$ cat config.mk
export PLATFORM = sky130hd
export DESIGN_NAME = instr_fetch_unit
export DESIGN_NICKNAME = d
export VERILOG_FILES = /design/src/rtl/instr_fetch_unit.sv
export SDC_FILE = /design/constraint.sdc
export NUM_CORES = 1
export LEC_CHECK = 0
export BUFFER_PORTS_ARGS = -buffer_cell sky130_fd_sc_hd__clkbuf_2
export CORE_MARGIN = 1.5
export CORE_UTILIZATION = 60
export CTS_BUF_LIST = sky130_fd_sc_hd__clkbuf_4
export DETAILED_ROUTE_END_ITERATION = 16
export PLACE_DENSITY = 0.92
export REMOVE_ABC_BUFFERS = 1
export SETUP_SLACK_MARGIN = 0.5
export SLEW_MARGIN = 20
export SYNTH_ARGS = -nofsm -noshare
export SYNTH_HDL_FRONTEND = slang
export SYNTH_SLANG_ARGS = --single-unit
export TNS_END_PERCENT = 1
$ cat constraint.sdc
create_clock -name clk -period 8 [get_ports clk]
set_input_delay 0.4 -clock clk [delete_from_list [all_inputs] [get_ports clk]]
set_output_delay 0.4 -clock clk [all_outputs]
set_load 0.01 [all_outputs]
$ cat src/rtl/instr_fetch_unit.sv
// instr_fetch_unit: RV32I fetch stage with credit-based imem requests, decode queue and redirect flush.
// Optional FETCH_MISALIGN_CHECK_EN: misaligned redirect raises a sticky fault instead of masking low bits.
module instr_fetch_unit #(
    parameter logic [31:0] RESET_PC = 32'h0000_0000,
    parameter int          DEPTH    = 2
) (
    input  logic        clk,
    input  logic        rst_n,
    output logic        imem_req_valid,
    input  logic        imem_req_ready,
    output logic [31:0] imem_req_addr,
    input  logic        imem_rsp_valid,
    input  logic [31:0] imem_rsp_data,
    input  logic        redirect_valid,
    input  logic [31:0] redirect_pc,
    output logic        dec_valid,
    input  logic        dec_ready,
    output logic [31:0] dec_instr,
    output logic [31:0] dec_pc,
    output logic [31:0] dec_pc_plus4,
    output logic        misalign_fault
);
    localparam int AW = $clog2(DEPTH);
    localparam int CW = AW + 1;
    localparam logic [CW:0] LIMIT = DEPTH[CW:0];

    logic          run, fault, hs, push, pop;
    logic [31:0]   pc, target, last_instr, last_pc, last_plus4;
    logic [CW-1:0] inflight, drop, qcount;
    logic [AW-1:0] fwr, frd, qwr, qrd;
    logic [31:0]   fifo_pc [DEPTH];
    logic [31:0]   q_instr [DEPTH];
    logic [31:0]   q_pc    [DEPTH];

`ifdef FETCH_MISALIGN_CHECK_EN
    assign target = redirect_pc;
    always_ff @(posedge clk or negedge rst_n)
        if (!rst_n) fault <= 1'b0;
        else if (redirect_valid) fault <= |redirect_pc[1:0];
`else
    assign target = redirect_pc & ~32'h3;
    assign fault  = 1'b0;
`endif

    // Credit covers both in-flight words and buffered words, so responses always have a slot
    assign imem_req_valid = run && !fault && ({1'b0, inflight} + {1'b0, qcount} < LIMIT);
    assign imem_req_addr  = pc;
    assign hs             = imem_req_valid && imem_req_ready;
    assign push           = imem_rsp_valid && drop == '0 && !redirect_valid;
    assign pop            = dec_valid && dec_ready && !redirect_valid;
    assign dec_valid      = qcount != '0;
    assign dec_instr      = dec_valid ? q_instr[qrd] : last_instr;
    assign dec_pc         = dec_valid ? q_pc[qrd] : last_pc;
    assign dec_pc_plus4   = dec_valid ? q_pc[qrd] + 32'd4 : last_plus4;
    assign misalign_fault = fault;

    always_ff @(posedge clk or negedge rst_n) begin
        if (!rst_n) begin
            run        <= 1'b0;
            pc         <= RESET_PC;
            inflight   <= '0;
            drop       <= '0;
            qcount     <= '0;
            fwr        <= '0;
            frd        <= '0;
            qwr        <= '0;
            qrd        <= '0;
            last_instr <= '0;
            last_pc    <= '0;
            last_plus4 <= '0;
        end else begin
            run      <= 1'b1;
            inflight <= inflight + CW'(hs) - CW'(imem_rsp_valid);
            if (hs) fwr <= fwr + AW'(1);
            if (imem_rsp_valid) frd <= frd + AW'(1);
            if (dec_valid) begin
                last_instr <= q_instr[qrd];
                last_pc    <= q_pc[qrd];
                last_plus4 <= q_pc[qrd] + 32'd4;
            end
            if (redirect_valid) begin
                pc     <= target;
                drop   <= inflight + CW'(hs) - CW'(imem_rsp_valid);
                qcount <= '0;
                qwr    <= '0;
                qrd    <= '0;
            end else begin
                if (hs) pc <= pc + 32'd4;
                if (imem_rsp_valid && drop != '0) drop <= drop - CW'(1);
                qcount <= qcount + CW'(push) - CW'(pop);
                if (push) qwr <= qwr + AW'(1);
                if (pop) qrd <= qrd + AW'(1);
            end
        end
    end

    always_ff @(posedge clk) begin
        if (hs) fifo_pc[fwr] <= pc;
        if (push) begin
            q_instr[qwr] <= imem_rsp_data;
            q_pc[qwr]    <= fifo_pc[frd];
        end
    end

    rsp_has_request: assert property (@(posedge clk) disable iff (!rst_n) imem_rsp_valid |-> inflight != '0);
endmodule

# Word level (Yosys, flattened, before mapping)
# Memory sizes are Yosys's and may differ from the RTL's.
# Cells that the tools add are included.
# Widths: inputs -> output; s select.
# classes
n_div	0
bitwise	0
eq_ne	0
n_mux	16
n_addsub	12
shift	0
magnitude_cmp	1
n_reduce_logical	15
n_mul	0
# ops
cell	count
$mux 32	5
$add 32x3->32 const B	2
$reduce_bool 2->1	6
$mux 1	8
$logic_and 1x1->1	7
$mux 2	3
$add 1x1->1 const B	4
$add 2x1->2	2
$sub 2x1->2	2
$add 2x2->3	1
$lt 3x2->1 const B	1
$logic_not 2->1	1
$sub 2x1->2 const B	1
$logic_not 1->1	1
# totals
ff_bits	139
mem_bits_rw	192
output_inout_bits	131
latchBits	0
n_memories	3
in_bits	70
word_cells	59
romBits	0
# memory_table
name	words	width	read_ports	rd_clocked_by_memory_dff	wr	line_no	source
fifo_pc	2	32	1	0	1	31	logic [31:0] fifo_pc [DEPTH];
q_instr	2	32	1	0	1	32	logic [31:0] q_instr [DEPTH];
q_pc	2	32	1	0	1	33	logic [31:0] q_pc [DEPTH];

# Logic depth before layout (Yosys ltp)
# Gate-level depths: netlist of the first run.
# depth
depth_word	7
ltp_mapped	11
ltp_nobuf	9

# Least setup slack after synthesis of the first run
# Ideal clock, no wire load.
# synth_timing
kind	input port to flip-flop
from	in redirect_valid
to	mem q_instr[0][0] (enable)
setup_time_ps	559
required_time_ps	7441
arrival_time_ps	5020
path_stages	3
n_path_buf	2
setup_slack_ps	2421
cell_sequence	clkbuf_1 -> clkbuf_1 -> nor3_1
# synth_via
elab_chain_cells	4
# synth_rtl
item	line_no	source
start, declared	14	input logic redirect_valid,
$logic_not 1->1	49	assign push = imem_rsp_valid && drop == '0 && !redirect_valid;
$logic_and 1x1->1	49	
$mux 1	99	if (push) begin
$mux 1 (implied by the code)	100	q_instr[qwr] <= imem_rsp_data;
end, declared	32	
# No other way between the ends.

# Final worst setup path of the first run
# layout_timing
from	reg qrd
to	out dec_pc_plus4[30]
# layout_via
elab_chain_cells	3
# layout_rtl
item	line_no	source
start, declared	30	logic [AW-1:0] fwr, frd, qwr, qrd;
start signal, assigned	92	if (pop) qrd <= qrd + AW'(1);
$mem_v2 2x32	n/a	
$add 32x3->32	54	assign dec_pc_plus4 = dec_valid ? q_pc[qrd] + 32'd4 : last_plus4;
$mux 32	n/a	
end, declared	20	output logic [31:0] dec_pc_plus4,
# No other way between the ends.

==> out/metrics.yaml, run 1 <==
pwr:
  p_leak_nw: 6.41
  sw_frac_of_total_pct: 34.6
  clockPowerShare_pct: 26.7
  power_frac_comb_pct: 30.9
  p_int_w: 0.00359
  power.switching_w: 0.00190
  ir_drop_v: 0.000141
  p_per_area_nw_per_um2: 343
  seqPwrFrac_pct: 42.5
place:
  place.gp.congestion: 0.856
  dp.cells: 1404
  dp_slack_ns: 3.87
  hpwl_um: 17700
  portBuffers: 195
worst_setup_path:
  critPathKind: "flop to primary output"
  reg2reg_from: "qrd"
  r2r_setup_slack_ns: 4.35
  r2r_end: "last_plus4[30]"
  cp.required_ns: 7.60
  worstPathMaxFanout: 54
  startpoint_type: "flop"
  endpoint_kind: "primary output"
  arrival_ns: 4.44
  worst_r2r_path_depth: 8
clock_network:
  cts_buffer_depth: 3
  cts_tree: "yes"
  clk_pin_slew_worst_paths_ns: 0.06
  post_cts_buffers: 0
  htreeDepth: 3
  clock_latency_ns: 0.72
  clock-sinks: 321
  cts_inserted_buffers: 81
  cts_root_buffer: "clkbuf_4"
detailed_routing:
  viasPerCell: 5.58
  wl_per_cell_um: 18.3
  drtIter0Drc: 540
  drtPass1Iterations: 5
  vias: 9047
  ant_nets: 0
  drc: 0
  totalWireLength_um: 29700
synthesis:
  synth_largest_area_cell: "edfxtp_1"
  yosysUniqueCellTypes: 56
  ys_top_cells_by_area: "edfxtp_1, dfrtp_1, mux2i_1, nand2_1, mux2_2"
  synth-main-ff-cell: "edfxtp_1"
  syn_area_per_cell_um2: 13.4
  yosysWarnings: 0
  synthTopCellsByCount: "edfxtp_1, dfrtp_1, nand2_1, o21ai_0, nor2_1"
  syn_inst: 970
  synthArstFlopShare_pct: 42.7
  synth.cell_area_um2: 13000
  synth_most_common_cell: "edfxtp_1"
  synth-seq-cells: 321
  netlist.area_leader.share_pct: 42.4
  ys_seq_area_share_pct: 68.8
  synth_edf_count: 184
floorplan:
  dieHeight_um: 150
  die_w_um: 150
  coreArea_um2: 21200
  start_util_pct: 61.6
  ios: 201
  die-area_um2: 22600
  rows: 53
run:
  drv_cap: 0
timing:
  slew_headroom_pct: 37.0
  fin_crit_sh_pct: 60.5
  max_freq_ghz: 0.207
  whs_ns: 0.133
  hold_viol_final: 0
  setup_ws_ns: 3.16
  rsz0062_at_grt: "no"
  final.setup_skew_ns: 0.0687
  slew_viol_final: 0
  worst_pin_slew_ns: 0.944
  setup_violations: 0
  fin_tns_setup_ns: 0
  min_period_ns: 4.84
global_routing:
  grt_usage_pct: 26.8
  antenna_found_initial: 3
  grt_pass1_wl_um: 46100
  grt_pass1_vias: 9307
  gr-total-overflow: 0
  grt_max_degree: 97
finish:
  nets: 1355
  synthToLayoutAreaGrowth_pct: 23.2
  stdcell_count: 1622
  fill_cells: 1269
  fin_util_pct: 75.8
  drive_gt1_share_pct: 30.1
worst_hold_path:
  worstHoldStart: "dec_ready"
  hold_class: "input pin to flop"
  whs_path_depth: 4
  whs_endpoint: "qrd"
run_status:
  status: "completed"
==> kinds of logic after synthesis <==
family | share of synthesized area, %
xor+xnor | 3.70
flops | 68.8
buf+inv | 2.25
simple gates | 10.5
other cells | 0.0577
fa+ha+maj | 0.826
compound gates | 6.49
mux | 7.38
==> worst max path at each step <==
stage	from	slack [ns]	cells past startpoint	endpoint
6_report	qrd	3.16	9	dec_pc_plus4[30]
5_1_grt	qrd	2.88	9	dec_pc_plus4[30]
4_1_cts	qrd	3.14	9	dec_pc_plus4[30]
3_5_place_dp	qrd	3.87	9	dec_pc_plus4[30]
3_3_place_gp	qrd	3.95	9	dec_pc_plus4[30]
2_1_floorplan	qcount[1]	0.96	5	dec_pc_plus4[25]
==> worst max-delay path, cell delays in order (launching register included) <==
cell and delay, ns:
dfrtp_4 0.87, buf_4 0.70, mux2_2 0.31, ha_1 0.25, nand4_1 0.19, nand2_1 0.41
nand4_1 0.23, o31a_1 0.28, o31ai_1 0.28, clkbuf_2 0.22
==> timing repair <==
item	4_1_cts	5_1_grt
hold endpoints to repair	153	0
hold buffers	64	0
gates resized for setup	0	0
==> through the flow <==
step / total power [W] / instance area, um2
final: 0.00550 / 16000
after global routing: 0.00580 / 16000
after CTS: 0.00547 / 16000
after detailed placement: 0.00399 / 14200
after global placement: 0.00389 / 14200
after floorplan: 0.00331 / 12800
==> placed cells by master, fill, tap and decap left out, types with 14 or more instances in the layout <==
master         count
clkbuf_2         195
edfxtp_1         184
clkbuf_4         136
dfrtp_1          136
nand2_1          105
o21ai_0           67
nor2_1            65
dlygate4sd3_1     64
mux2i_1           60
a21oi_1           43
xnor2_1           41
mux2_2            32
nand3_1           21
nand4_1           15
nor4_1            15
xor2_1            14
==> routing by layer <==
layer	track usage, %	vias up	part of all wire (%)
met5	0	-	0
met4	15.0	0	4.0
met3	6.06	101	6.9
met2	45.7	432	51
met1	31.4	4323	38
li1	-	4191	-
==> registers in the layout, indices dropped and copies added (netlist names), 2 cells and up <==
register	cells
last_plus4	32
q_instr	64
last_instr	32
qcount	2
imem_req_addr	30
last_pc	32
drop	2
inflight	2
q_pc	60
fifo_pc	60
==> power groups by stage <==
stage                     Combinational (W)  Sequential (W)  Clock [W]
after global routing                0.00185         0.00236    0.00159
after global placement              0.00156         0.00233          0
after detailed placement            0.00163         0.00235          0
final                               0.00170         0.00233    0.00147
after floorplan                    0.000952         0.00235          0
after CTS                           0.00167         0.00232    0.00147
==> final cells by class <==
type / count / area [um2] / share of cell area, %
flip-flops and latches: 321 / 8960 / 55.9
multi-input cells: 586 / 3810 / 23.8
repair buffers: 274 / 1740 / 10.8
clock buffers: 136 / 1020 / 6.37
well taps: 275 / 344 / 2.15
clock inverters: 14 / 109 / 0.679
inverters: 13 / 48.8 / 0.304
diodes: 3 / 7.51 / 0.0468
No activity file was read; power rests on OpenSTA's default activity.
==> run 2: changes to the inputs <==
--- a/config.mk
+++ b/config.mk
@@ -5,12 +5,13 @@
 export SDC_FILE = /design/constraint.sdc
 export NUM_CORES = 1
 export LEC_CHECK = 0
+export ABC_AREA = 1
 export BUFFER_PORTS_ARGS = -buffer_cell sky130_fd_sc_hd__clkbuf_2
 export CORE_MARGIN = 1.5
-export CORE_UTILIZATION = 60
+export CORE_UTILIZATION = 53
 export CTS_BUF_LIST = sky130_fd_sc_hd__clkbuf_4
 export DETAILED_ROUTE_END_ITERATION = 16
-export PLACE_DENSITY = 0.92
+export PLACE_DENSITY = 0.86
 export REMOVE_ABC_BUFFERS = 1
 export SETUP_SLACK_MARGIN = 0.5
 export SLEW_MARGIN = 20
==> constraint.sdc (replaced) <==
create_clock -name clk -period 4.4 [get_ports clk]
set_input_delay 0.22 -clock clk [delete_from_list [all_inputs] [get_ports clk]]
set_output_delay 0.22 -clock clk [all_outputs]
set_load 0.01 [all_outputs]
==> run 2 against run 1 <==
Net effect: first-iteration DRC count grew 110%; clock power grew 87%; critical path depth shrank 2; sequential power grew 82%; clock-buffer cell count shrank 3; flip-flop and latch count is the same; clock skew shrank 0.039 ns; non-clock buffer count grew 4; register-to-register slack lost 2.9 ns.
==> out/metrics.yaml, run 2 <==
pwr:
  p_per_area_nw_per_um2: 613  # +79%
  ir_drop_v: 0.000339  # +140%
  p_leak_nw: 7.32  # +14%
  p_total_w: 0.0103  # +87%
global_routing:
  grt_pass1_vias: 10763  # +16%
  antenna_found_initial: 2  # -1
  grt_pass1_wl_um: 53300  # +16%
  grt_usage_pct: 25.8  # -0.98 points
  gr-total-overflow: 0  # unchanged
  grt_max_degree: 105  # +8.2%
timing:
  rsz0062_at_grt: "no"
  final.setup_skew_ns: 0.0295  # -0.0392 ns
  min_period_ns: 3.47
  setup_ws_ns: 0.926  # -2.24 ns
  slew_headroom_pct: 37.9  # +0.90 points
  whs_ns: 0.0713  # -0.0615 ns
  fin_tns_setup_ns: 0  # unchanged
  fin_crit_sh_pct: 79.0
  setup_violations: 0  # unchanged
  worst_pin_slew_ns: 0.931  # -0.0136 ns
  max_freq_ghz: 0.288
  slew_viol_final: 0  # unchanged
  hold_viol_final: 0  # unchanged
floorplan:
  dieHeight_um: 163  # +8.7%
  coreArea_um2: 25200  # +19%
  die_w_um: 163  # +8.7%
  ios: 201  # unchanged
  die-area_um2: 26700  # +18%
  start_util_pct: 54.1  # -7.4 points
  rows: 58  # +9.4%
synthesis:
  synth-seq-cells: 321  # unchanged
  synthArstFlopShare_pct: 42.7  # unchanged
  syn_area_per_cell_um2: 10.5  # -22%
  synthTopCellsByCount: "nand2_1, edfxtp_1, nor2_1, dfrtp_1, nand3_1"
  yosysWarnings: 0  # unchanged
  synth_largest_area_cell: "edfxtp_1"
  ys_top_cells_by_area: "edfxtp_1, dfrtp_1, nand2_1, nor2_1, nand3_1"
  synth_edf_count: 184  # unchanged
  netlist.area_leader.share_pct: 40.5  # -1.9 points
  synth.cell_area_um2: 13600  # +4.7%
  yosysUniqueCellTypes: 39  # -30%
  synth_most_common_cell: "nand2_1"
  synth-main-ff-cell: "edfxtp_1"
  syn_inst: 1300  # +34%
  ys_seq_area_share_pct: 65.7  # -3.1 points
detailed_routing:
  ant_nets: 0  # unchanged
  drtPass1Iterations: 5  # unchanged
  drc: 0  # unchanged
  totalWireLength_um: 34400  # +16%
  viasPerCell: 5.37  # -3.8%
  drtIter0Drc: 1144  # +110%
  vias: 10821  # +20%
  wl_per_cell_um: 17.1  # -6.7%
worst_setup_path:
  reg2reg_from: "qcount[0]"
  worstPathMaxFanout: 42  # -22%
  crit_slowest_cell: "inv_2"
  arrival_ns: 3.25  # -1.19 ns
  max_stage_delay_ns: 0.66  # -0.21 ns
  critPathKind: "flop to primary output"
  cp_top_family: "buffers and inverters"
  worst_path_most_repeated_cell: "buf_4"
  endpoint_kind: "primary output"
  startpoint_type: "flop"
  path_cells: "nor2_4, buf_4, inv_2, buf_4, nor2_1, a21oi_1, clkbuf_2"
  r2r_setup_slack_ns: 1.46  # -2.89 ns
  cp.required_ns: 4.18  # -3.42 ns
  r2r_end: "imem_req_addr[23]"
  worst_r2r_path_depth: 10  # +2
  critPathBufInv: 4  # +2
  crit_cells: 7  # -2
finish:
  final_cell_mix: "nand2_1, clkbuf_2, edfxtp_1"
  layout_commonest_cell: "nand2_1"
  top_regs: "q_instr x64, fifo_pc x60, q_pc x60"
  drive_gt1_share_pct: 25.8  # -4.3 points
  fin_util_pct: 66.6  # -9.2 points
  largest_register_ffs: 64  # unchanged
  regMostFlops: "q_instr"
  fill_cells: 1840  # +45%
  nets: 1694  # +25%
  synthToLayoutAreaGrowth_pct: 23.1  # about the same
worst_hold_path:
  worstHoldStart: "redirect_valid"
  whs_path_depth: 3  # -1
  hold_class: "input pin to flop"
  whs_endpoint: "imem_req_addr[26]"
clock_network:
  post_cts_buffers: 0  # unchanged
  clock_latency_ns: 0.68  # -0.04 ns
  cts_inserted_buffers: 81  # unchanged
  cts_tree: "yes"
  clock-sinks: 321  # unchanged
  cts_root_buffer: "clkbuf_4"
  cts_buffer_depth: 3  # unchanged
  htreeDepth: 3  # unchanged
  clk_pin_slew_worst_paths_ns: 0.07  # about the same
run_status:
  status: "completed"
run:
  drv_cap: 0  # unchanged
place:
  place.gp.congestion: 0.930  # +8.7%
  dp_slack_ns: 1.62  # -2.25 ns
  portBuffers: 195  # unchanged
  hpwl_um: 21000  # +19%
## run 2: cell types whose count changed after synthesis, moves of 38 or more
cell,previous run,this run
nand2_1,105,340
a21oi_1,43,81
mux2i_1,60,1
nor2_1,66,161
o21ai_0,67,29
nand3_1,21,91
inv_1,12,82
xnor2_1,41,2
## run 2: final cells by class
type                       instances  area [um2]  area share [%]
multi-input combinational        849        4140            24.7
tap                              330         413            2.46
timing repair buffer             278        1790            10.7
clock inverter                    17         144           0.858
antenna                            3        7.51          0.0448
sequential                       321        8950            53.4
clock buffer                     133         998            5.95
inverter                          85         324            1.93
## run 2: metrics by stage
stage	instance area [um2]	cells
2_1_floorplan	13400	1255
3_3_place_gp	14900	1795
3_5_place_dp	14900	1795
4_1_cts	16700	2011
5_1_grt	16800	2015
6_report	16800	2016
## run 2: what timing repair did
action | 4_1_cts | 5_1_grt
gates resized for setup | 0 | 0
hold endpoints to repair | 202 | 10
hold buffers | 66 | 1
## run 2: layer usage
layer / up-vias / global-route usage [%] / part of all wire (%)
met1: 5155 / 32.9 / 39
met2: 558 / 41.4 / 49
met3: 92 / 5.18 / 7.5
met5: - / 0 / 0
li1: 5016 / - / -
met4: 0 / 14.7 / 4.3
## run 2: power by group
group	switching (W)	internal [W]
clock network	0.00120	0.00154
registers	0.000301	0.00394
logic	0.00216	0.00113
total	0.00367	0.00662
## run 2: cells by family after synthesis
| logic type | Yosys count | share of synthesized area (%) |
|---|---|---|
| simple gates | 656 | 20.4 |
| flops | 321 | 65.7 |
| compound gates | 133 | 5.23 |
| buf+inv | 132 | 4.20 |
| mux | 31 | 2.55 |
| xor+xnor | 17 | 1.09 |
| fa+ha+maj | 8 | 0.789 |
| other cells | 2 | 0.0551 |
## run 2: worst register-to-register path: stages (launching register included)
cell and delay (ns):
dfrtp_1 0.42, nand2_1 0.09, inv_1 0.06, fa_1 0.46, nor3_2 0.23, nand2_1 0.28
nand2_1 0.60, inv_1 0.36, nand2_1 0.13, nand2_1 0.05, o21bai_1 0.14
## run 2: how the worst max path moves through the flow
stage	startpoint	endpoint
floorplan	qcount[1]	qcount[1]
global placement	qcount[0]	imem_req_addr[22]
detailed placement	qcount[0]	imem_req_addr[23]
CTS	qrd	dec_pc_plus4[16]
global route	qcount[1]	dec_instr[13]
finish	qcount[1]	dec_instr[13]
